### src/rtl/div_unit_radix.sv
// Iterative restoring divider: BITS_PER_CYCLE quotient bits per cycle, signed/unsigned, quotient or remainder.
// control = {alter_CR0, alter_OV, div_signed}; cr0_xer = {CR0_valid, CA_valid, CA, OV_valid, OV}. Define DIV_EARLY_OUT_EN to skip leading zeros.
module div_unit_radix #(
    parameter int RS_ID_WIDTH    = 5,
    parameter int DATA_WIDTH     = 32,
    parameter int BITS_PER_CYCLE = 2
) (
    input  logic                   clk,
    input  logic                   rst_n,
    input  logic                   flush,
    input  logic                   input_valid,
    output logic                   input_ready,
    input  logic [RS_ID_WIDTH-1:0] rs_id_in,
    input  logic [4:0]             result_reg_addr_in,
    input  logic [DATA_WIDTH-1:0]  op1,
    input  logic [DATA_WIDTH-1:0]  op2,
    input  logic [2:0]             control,
    input  logic                   rem_sel,
    output logic                   output_valid,
    input  logic                   output_ready,
    output logic [RS_ID_WIDTH-1:0] rs_id_out,
    output logic [4:0]             result_reg_addr_out,
    output logic [DATA_WIDTH-1:0]  result,
    output logic [4:0]             cr0_xer
);

    // state | meaning
    // IDLE  | waiting for an operation, input_ready=1
    // PREP  | sign handling, special-case detection, shift register load
    // ITER  | BITS_PER_CYCLE restoring steps per cycle
    // DONE  | first cycle loads outputs, then holds until output_ready
    typedef enum logic [1:0] {IDLE, PREP, ITER, DONE} state_t;

    localparam int W  = DATA_WIDTH;
    localparam int N  = DATA_WIDTH / BITS_PER_CYCLE;
    localparam int CW = $clog2(N + 1);

    state_t                 state_q;
    logic                   input_ready_q, output_valid_q;
    logic [RS_ID_WIDTH-1:0] rs_id_q, rs_id_out_q;
    logic [4:0]             addr_q, addr_out_q;
    logic [W-1:0]           op1_q, op2_q, a_q, b_q, acc_q, result_q;
    logic [2:0]             ctrl_q;
    logic                   rem_sel_q, quo_neg_q, rem_neg_q, ov_q;
    logic [CW-1:0]          cnt_q;
    logic [4:0]             cr0_xer_q;

    logic         s1, s2, div0, ovf, early_zero;
    logic [W-1:0] mag1, mag2, shifted_d, result_d;
    logic [CW-1:0] iters_d;
    logic [W:0]   acc_t;
    logic [W-1:0] a_t;

    assign s1   = ctrl_q[0] & op1_q[W-1];
    assign s2   = ctrl_q[0] & op2_q[W-1];
    assign mag1 = s1 ? -op1_q : op1_q;
    assign mag2 = s2 ? -op2_q : op2_q;
    assign div0 = (op2_q == '0);
    assign ovf  = ctrl_q[0] && (op1_q == {1'b1, {(W-1){1'b0}}}) && (&op2_q);

`ifdef DIV_EARLY_OUT_EN
    localparam int LZW     = $clog2(DATA_WIDTH + 1);
    localparam int LOG_BPC = $clog2(BITS_PER_CYCLE);
    logic [LZW-1:0] lz_d, lz_round;

    always_comb begin
        lz_d = LZW'(W);
        for (int i = 0; i < W; i++) begin
            if (mag1[i]) lz_d = LZW'(W - 1 - i);
        end
        lz_round   = lz_d & ~LZW'(BITS_PER_CYCLE - 1);
        shifted_d  = mag1 << lz_round;
        iters_d    = CW'(N) - CW'(lz_round >> LOG_BPC);
        early_zero = (mag1 == '0);
    end
`else
    assign shifted_d  = mag1;
    assign iters_d    = CW'(N);
    assign early_zero = 1'b0;
`endif

    // Shifted partial remainder can reach 2*divisor, hence one extra working bit.
    always_comb begin
        acc_t = {1'b0, acc_q};
        a_t   = a_q;
        for (int k = 0; k < BITS_PER_CYCLE; k++) begin
            acc_t = {acc_t[W-1:0], a_t[W-1]};
            a_t   = {a_t[W-2:0], 1'b0};
            if (acc_t >= {1'b0, b_q}) begin
                acc_t  = acc_t - {1'b0, b_q};
                a_t[0] = 1'b1;
            end
        end
    end

    always_comb begin
        result_d = '0;
        if (!ov_q) begin
            if (rem_sel_q) result_d = rem_neg_q ? -acc_q : acc_q;
            else           result_d = quo_neg_q ? -a_q : a_q;
        end
    end

    always_ff @(posedge clk or negedge rst_n) begin
        if (!rst_n) begin
            state_q        <= IDLE;
            input_ready_q  <= 1'b0;
            output_valid_q <= 1'b0;
            rs_id_q        <= '0;
            rs_id_out_q    <= '0;
            addr_q         <= '0;
            addr_out_q     <= '0;
            op1_q          <= '0;
            op2_q          <= '0;
            a_q            <= '0;
            b_q            <= '0;
            acc_q          <= '0;
            result_q       <= '0;
            ctrl_q         <= '0;
            rem_sel_q      <= 1'b0;
            quo_neg_q      <= 1'b0;
            rem_neg_q      <= 1'b0;
            ov_q           <= 1'b0;
            cnt_q          <= '0;
            cr0_xer_q      <= '0;
        end else if (flush) begin
            state_q        <= IDLE;
            output_valid_q <= 1'b0;
            input_ready_q  <= 1'b1;
        end else begin
            case (state_q)
                IDLE: begin
                    input_ready_q <= 1'b1;
                    if (input_valid && input_ready_q) begin
                        op1_q         <= op1;
                        op2_q         <= op2;
                        ctrl_q        <= control;
                        rem_sel_q     <= rem_sel;
                        rs_id_q       <= rs_id_in;
                        addr_q        <= result_reg_addr_in;
                        input_ready_q <= 1'b0;
                        state_q       <= PREP;
                    end
                end
                PREP: begin
                    quo_neg_q <= s1 ^ s2;
                    rem_neg_q <= s1;
                    b_q       <= mag2;
                    acc_q     <= '0;
                    a_q       <= shifted_d;
                    cnt_q     <= iters_d;
                    ov_q      <= div0 | ovf;
                    if (div0 || ovf || early_zero) state_q <= DONE;
                    else                           state_q <= ITER;
                end
                ITER: begin
                    acc_q <= acc_t[W-1:0];
                    a_q   <= a_t;
                    cnt_q <= cnt_q - CW'(1);
                    if (cnt_q == CW'(1)) state_q <= DONE;
                end
                DONE: begin
                    if (!output_valid_q) begin
                        result_q       <= result_d;
                        rs_id_out_q    <= rs_id_q;
                        addr_out_q     <= addr_q;
                        cr0_xer_q      <= {ctrl_q[2], 1'b0, 1'b0, ctrl_q[1], ov_q};
                        output_valid_q <= 1'b1;
                    end else if (output_ready) begin
                        output_valid_q <= 1'b0;
                        input_ready_q  <= 1'b1;
                        state_q        <= IDLE;
                    end
                end
                default: state_q <= IDLE;
            endcase
        end
    end

    assign input_ready         = input_ready_q;
    assign output_valid        = output_valid_q;
    assign rs_id_out           = rs_id_out_q;
    assign result_reg_addr_out = addr_out_q;
    assign result              = result_q;
    assign cr0_xer             = cr0_xer_q;

endmodule

### config.mk
export PLATFORM = sky130hd
export DESIGN_NAME = div_unit_radix
export DESIGN_NICKNAME = d
export VERILOG_FILES = /design/src/rtl/div_unit_radix.sv
export SDC_FILE = /design/constraint.sdc
export NUM_CORES = 1
export LEC_CHECK = 0
export CAP_MARGIN = 10
export CORE_ASPECT_RATIO = 0.75
export CORE_MARGIN = 5
export CORE_UTILIZATION = 64
export CTS_CLUSTER_DIAMETER = 100
export DETAILED_ROUTE_END_ITERATION = 10
export GPL_TIMING_DRIVEN = 0
export PLACE_DENSITY = 0.95
export SLEW_MARGIN = 20
export SYNTH_ARGS = -nofsm -noshare
export SYNTH_HDL_FRONTEND = slang
export SYNTH_SLANG_ARGS = --single-unit
### constraint.sdc
create_clock -name clk -period 9.79 [get_ports clk]
set_clock_uncertainty 0.1 [all_clocks]
set_input_delay 1.958 -clock clk [delete_from_list [all_inputs] [get_ports clk]]
set_output_delay 1.958 -clock clk [all_outputs]
set_load 0.01 [all_outputs]
==> impl_metrics.toml <==
[layout]
drive_gt1_frac = 0.09278
area_growth_pct = 16.22
design_area_um2 = 18460
final_nets = 2085
post-route-util = 0.7472
diodes = 0

[placement]
dp_hpwl_um = 38000
gp_congestion = 1.005
io_buffers = 128
placed_cell_area_um2 = 17660

[floorplan]
ios = 132
die_w_um = 191.9
fp.coreArea_um2 = 24710
die_y_um = 146.5
placementRows = 50
start_util = 0.6429
die_area_um2 = 28110

[global_routing]
grt_usage = 0.3533
gr-total-overflow = 0
grt_first_pass_wirelength_um = 79480
antenna_found_initial = 0
grt_pass1_vias = 14409
grt_max_degree = 90

[yosys]
async_reset_ff_frac = 1.000
postSynthCellCount = 1768
ys_dominant_reg_cell = "dfrtp_1"
synth_warnings = 0
netlist_area_um2 = 15890
synth_edf_count = 0
synth_top_area_cell = "dfrtp_1"
netlist_top_cells_area = "dfrtp_1 (36%), mux2_2 (7.6%), ha_1 (6.0%)"
syn_area_per_cell_um2 = 8.986
yosysTopAreaCellShare = 0.3638
ys_top_cells_by_count = "dfrtp_1 (231), nand2_1 (182), o21ai_0 (155), a21oi_1 (138), nor2_1 (111)"
yosysSeqAreaShare = 0.3638
ys_types = 79
synth-seq-cells = 231
yosysMostFrequentCell = "dfrtp_1"

[clock_network]
cts_hold_repair.buffers = 0
numCtsBuffers = 23
cts_htree_levels = 1
cts_tree = "built"
cts_root_buf = "clkbuf_16"
clk_pin_slew_worst_paths_ps = 70
clock-sinks = 231
cts_setup_buffers = 0
cts_buffer_depth = 3
clk_latency_ps = 540
cts_resized = 0

[critical_path]
cp_data_required_time_ps = 10080
path_buf_inv = 7
start_kind = "flop"
end_kind = "flop"
worstPathMaxFanout = 10
cpMostUsedCell = "clkbuf_1"
reg2reg_from = "b_q[18]"
critical_path.top_delay_family = "buffers and inverters"
arrival_ps = 8300
critPathMaxStageDelay_ps = 870
cpMaxStageDelayCell = "nor4_1"
rr_worst_depth = 25
path_class = "flop to flop"
r2r_setup_slack_ps = 1790
r2r-end = "acc_q[0]"

[run_status]
run_status = "finished, final reports clean"

[routing]
first_pass_iters = 7
vias_per_cell = 6.593
drt_wl_total_um = 50660
routedWlPerCell_um = 22.24
drtAntennaViolNets = 0
drc = 0
via_count = 15019
drt_iter0_drc = 2012

[hold_path]
hp-class = "flop to flop"
min_delay_path_depth = 2
worstHoldStart = "b_q[17]"
hold_end = "b_q[17]"

[sta]
max-slew-margin-rel = 0.3200
slew_viol_final = 0
worst_pin_slew_ps = 1011
period_minus_slack_ps = 8005
finalSetupViolations = 0
rsz0062_at_grt = "false"
fin_hold_ws_ps = 377.3
post-route-period-util = 0.8177
hold_viol_final = 0
max_freq_mhz = 124.9

[flow_run]
max_cap_viol_count = 0
layer usage:
metal | share of wire | GRT usage
met1 | 0.42 | 0.5148
met2 | 0.43 | 0.5298
met5 | 0 | 0
met3 | 0.12 | 0.08293
met4 | 0.032 | 0.09871
state kept, by name (all words and copies together), names as in the netlist:
signal / cells
op2_q: 32
state_q: 2
cnt_q: 5
a_q: 32
result_reg_addr_out: 5
input_ready: 1
addr_q: 5
acc_q: 32
ctrl_q: 3
rem_neg_q: 1
rs_id_q: 5
op1_q: 32
rem_sel_q: 1
quo_neg_q: 1
rs_id_out: 5
b_q: 32
cr0_xer: 3
ov_q: 1
output_valid: 1
result: 32
cells in the final DEF, fill, tap and decap left out, types with 10 or more instances in the layout:
cell type | Yosys | layout
o21bai_1 | 10 | 10
o21ai_0 | 155 | 155
o41ai_1 | 11 | 11
mux2_2 | 107 | 107
a31oi_1 | 13 | 13
dfrtp_1 | 231 | 231
nor2_1 | 111 | 111
clkbuf_1 | 71 | 74
inv_1 | 71 | 71
a221o_1 | 19 | 19
a21o_1 | 29 | 29
a22o_1 | 32 | 32
nand4_1 | 16 | 16
and3_1 | 28 | 28
or4_1 | 13 | 13
xnor2_1 | 102 | 102
nand2b_1 | 10 | 10
xor2_1 | 64 | 64
and2_1 | 12 | 12
a21oi_1 | 138 | 138
o31ai_1 | 30 | 30
nor3_1 | 24 | 24
o21a_1 | 15 | 15
nor4_1 | 12 | 12
a211oi_1 | 11 | 11
or3_1 | 17 | 17
clkbuf_16 | 0 | 23
ha_1 | 76 | 76
buf_1 | 10 | 10
clkdlybuf4s50_1 | 0 | 127
nand3_1 | 26 | 26
nand2_1 | 182 | 182
logic make-up after synthesis:
group	count (synthesis)	share of synthesized area
AO/OA/AOI/OAI	522	0.2092
flip-flops	231	0.3638
adder cells (fa/ha/maj)	78	0.06237
XOR/XNOR	167	0.09253
multiplexers	116	0.08151
buffers and inverters	160	0.03930
AND/OR/NAND/NOR	493	0.1510
other	1	0.0002360
worst min-delay path, delay by kind of cell (launching register included):
family	cells	cell delay (ps)
AND/OR/NAND/NOR	1	40
flip-flops	1	340
AO/OA/AOI/OAI	1	60
final cells by class:
class	count	area (um2)
multi-input cells	1378	9487
fillers	1693	6247
flip-flops and latches	231	5781
repair buffers	130	1341
clock buffers	34	696.9
well taps	338	422.9
plain buffers	89	357.8
inverters	71	266.5
clock inverters	7	111.4
per-stage QoR:
step	cells	setup TNS, ps	setup slack [ps]
6_report	2278	0	1785
4_1_cts	2278	0	2006
3_3_place_gp	2235	-631340	-2766
3_5_place_dp	2237	0	2128
5_1_grt	2278	0	1344
2_1_floorplan	1769	0	4023
worst max path at each step:
| stage | startpoint | end | slack (ps) | cells past startpoint |
|---|---|---|---|---|
| after floorplan | acc_q[5] | acc_q[1] | 4020 | 22 |
| after global placement | rst_n | op1_q[21] | -2770 | 1 |
| after detailed placement | acc_q[5] | acc_q[0] | 2130 | 23 |
| after CTS | acc_q[5] | acc_q[0] | 2010 | 23 |
| after global routing | b_q[19] | acc_q[0] | 1340 | 24 |
| final | b_q[18] | acc_q[0] | 1790 | 25 |
Power is not shown: default switching activity piles up to over one toggle a cycle in this logic, so the estimate is an artifact.
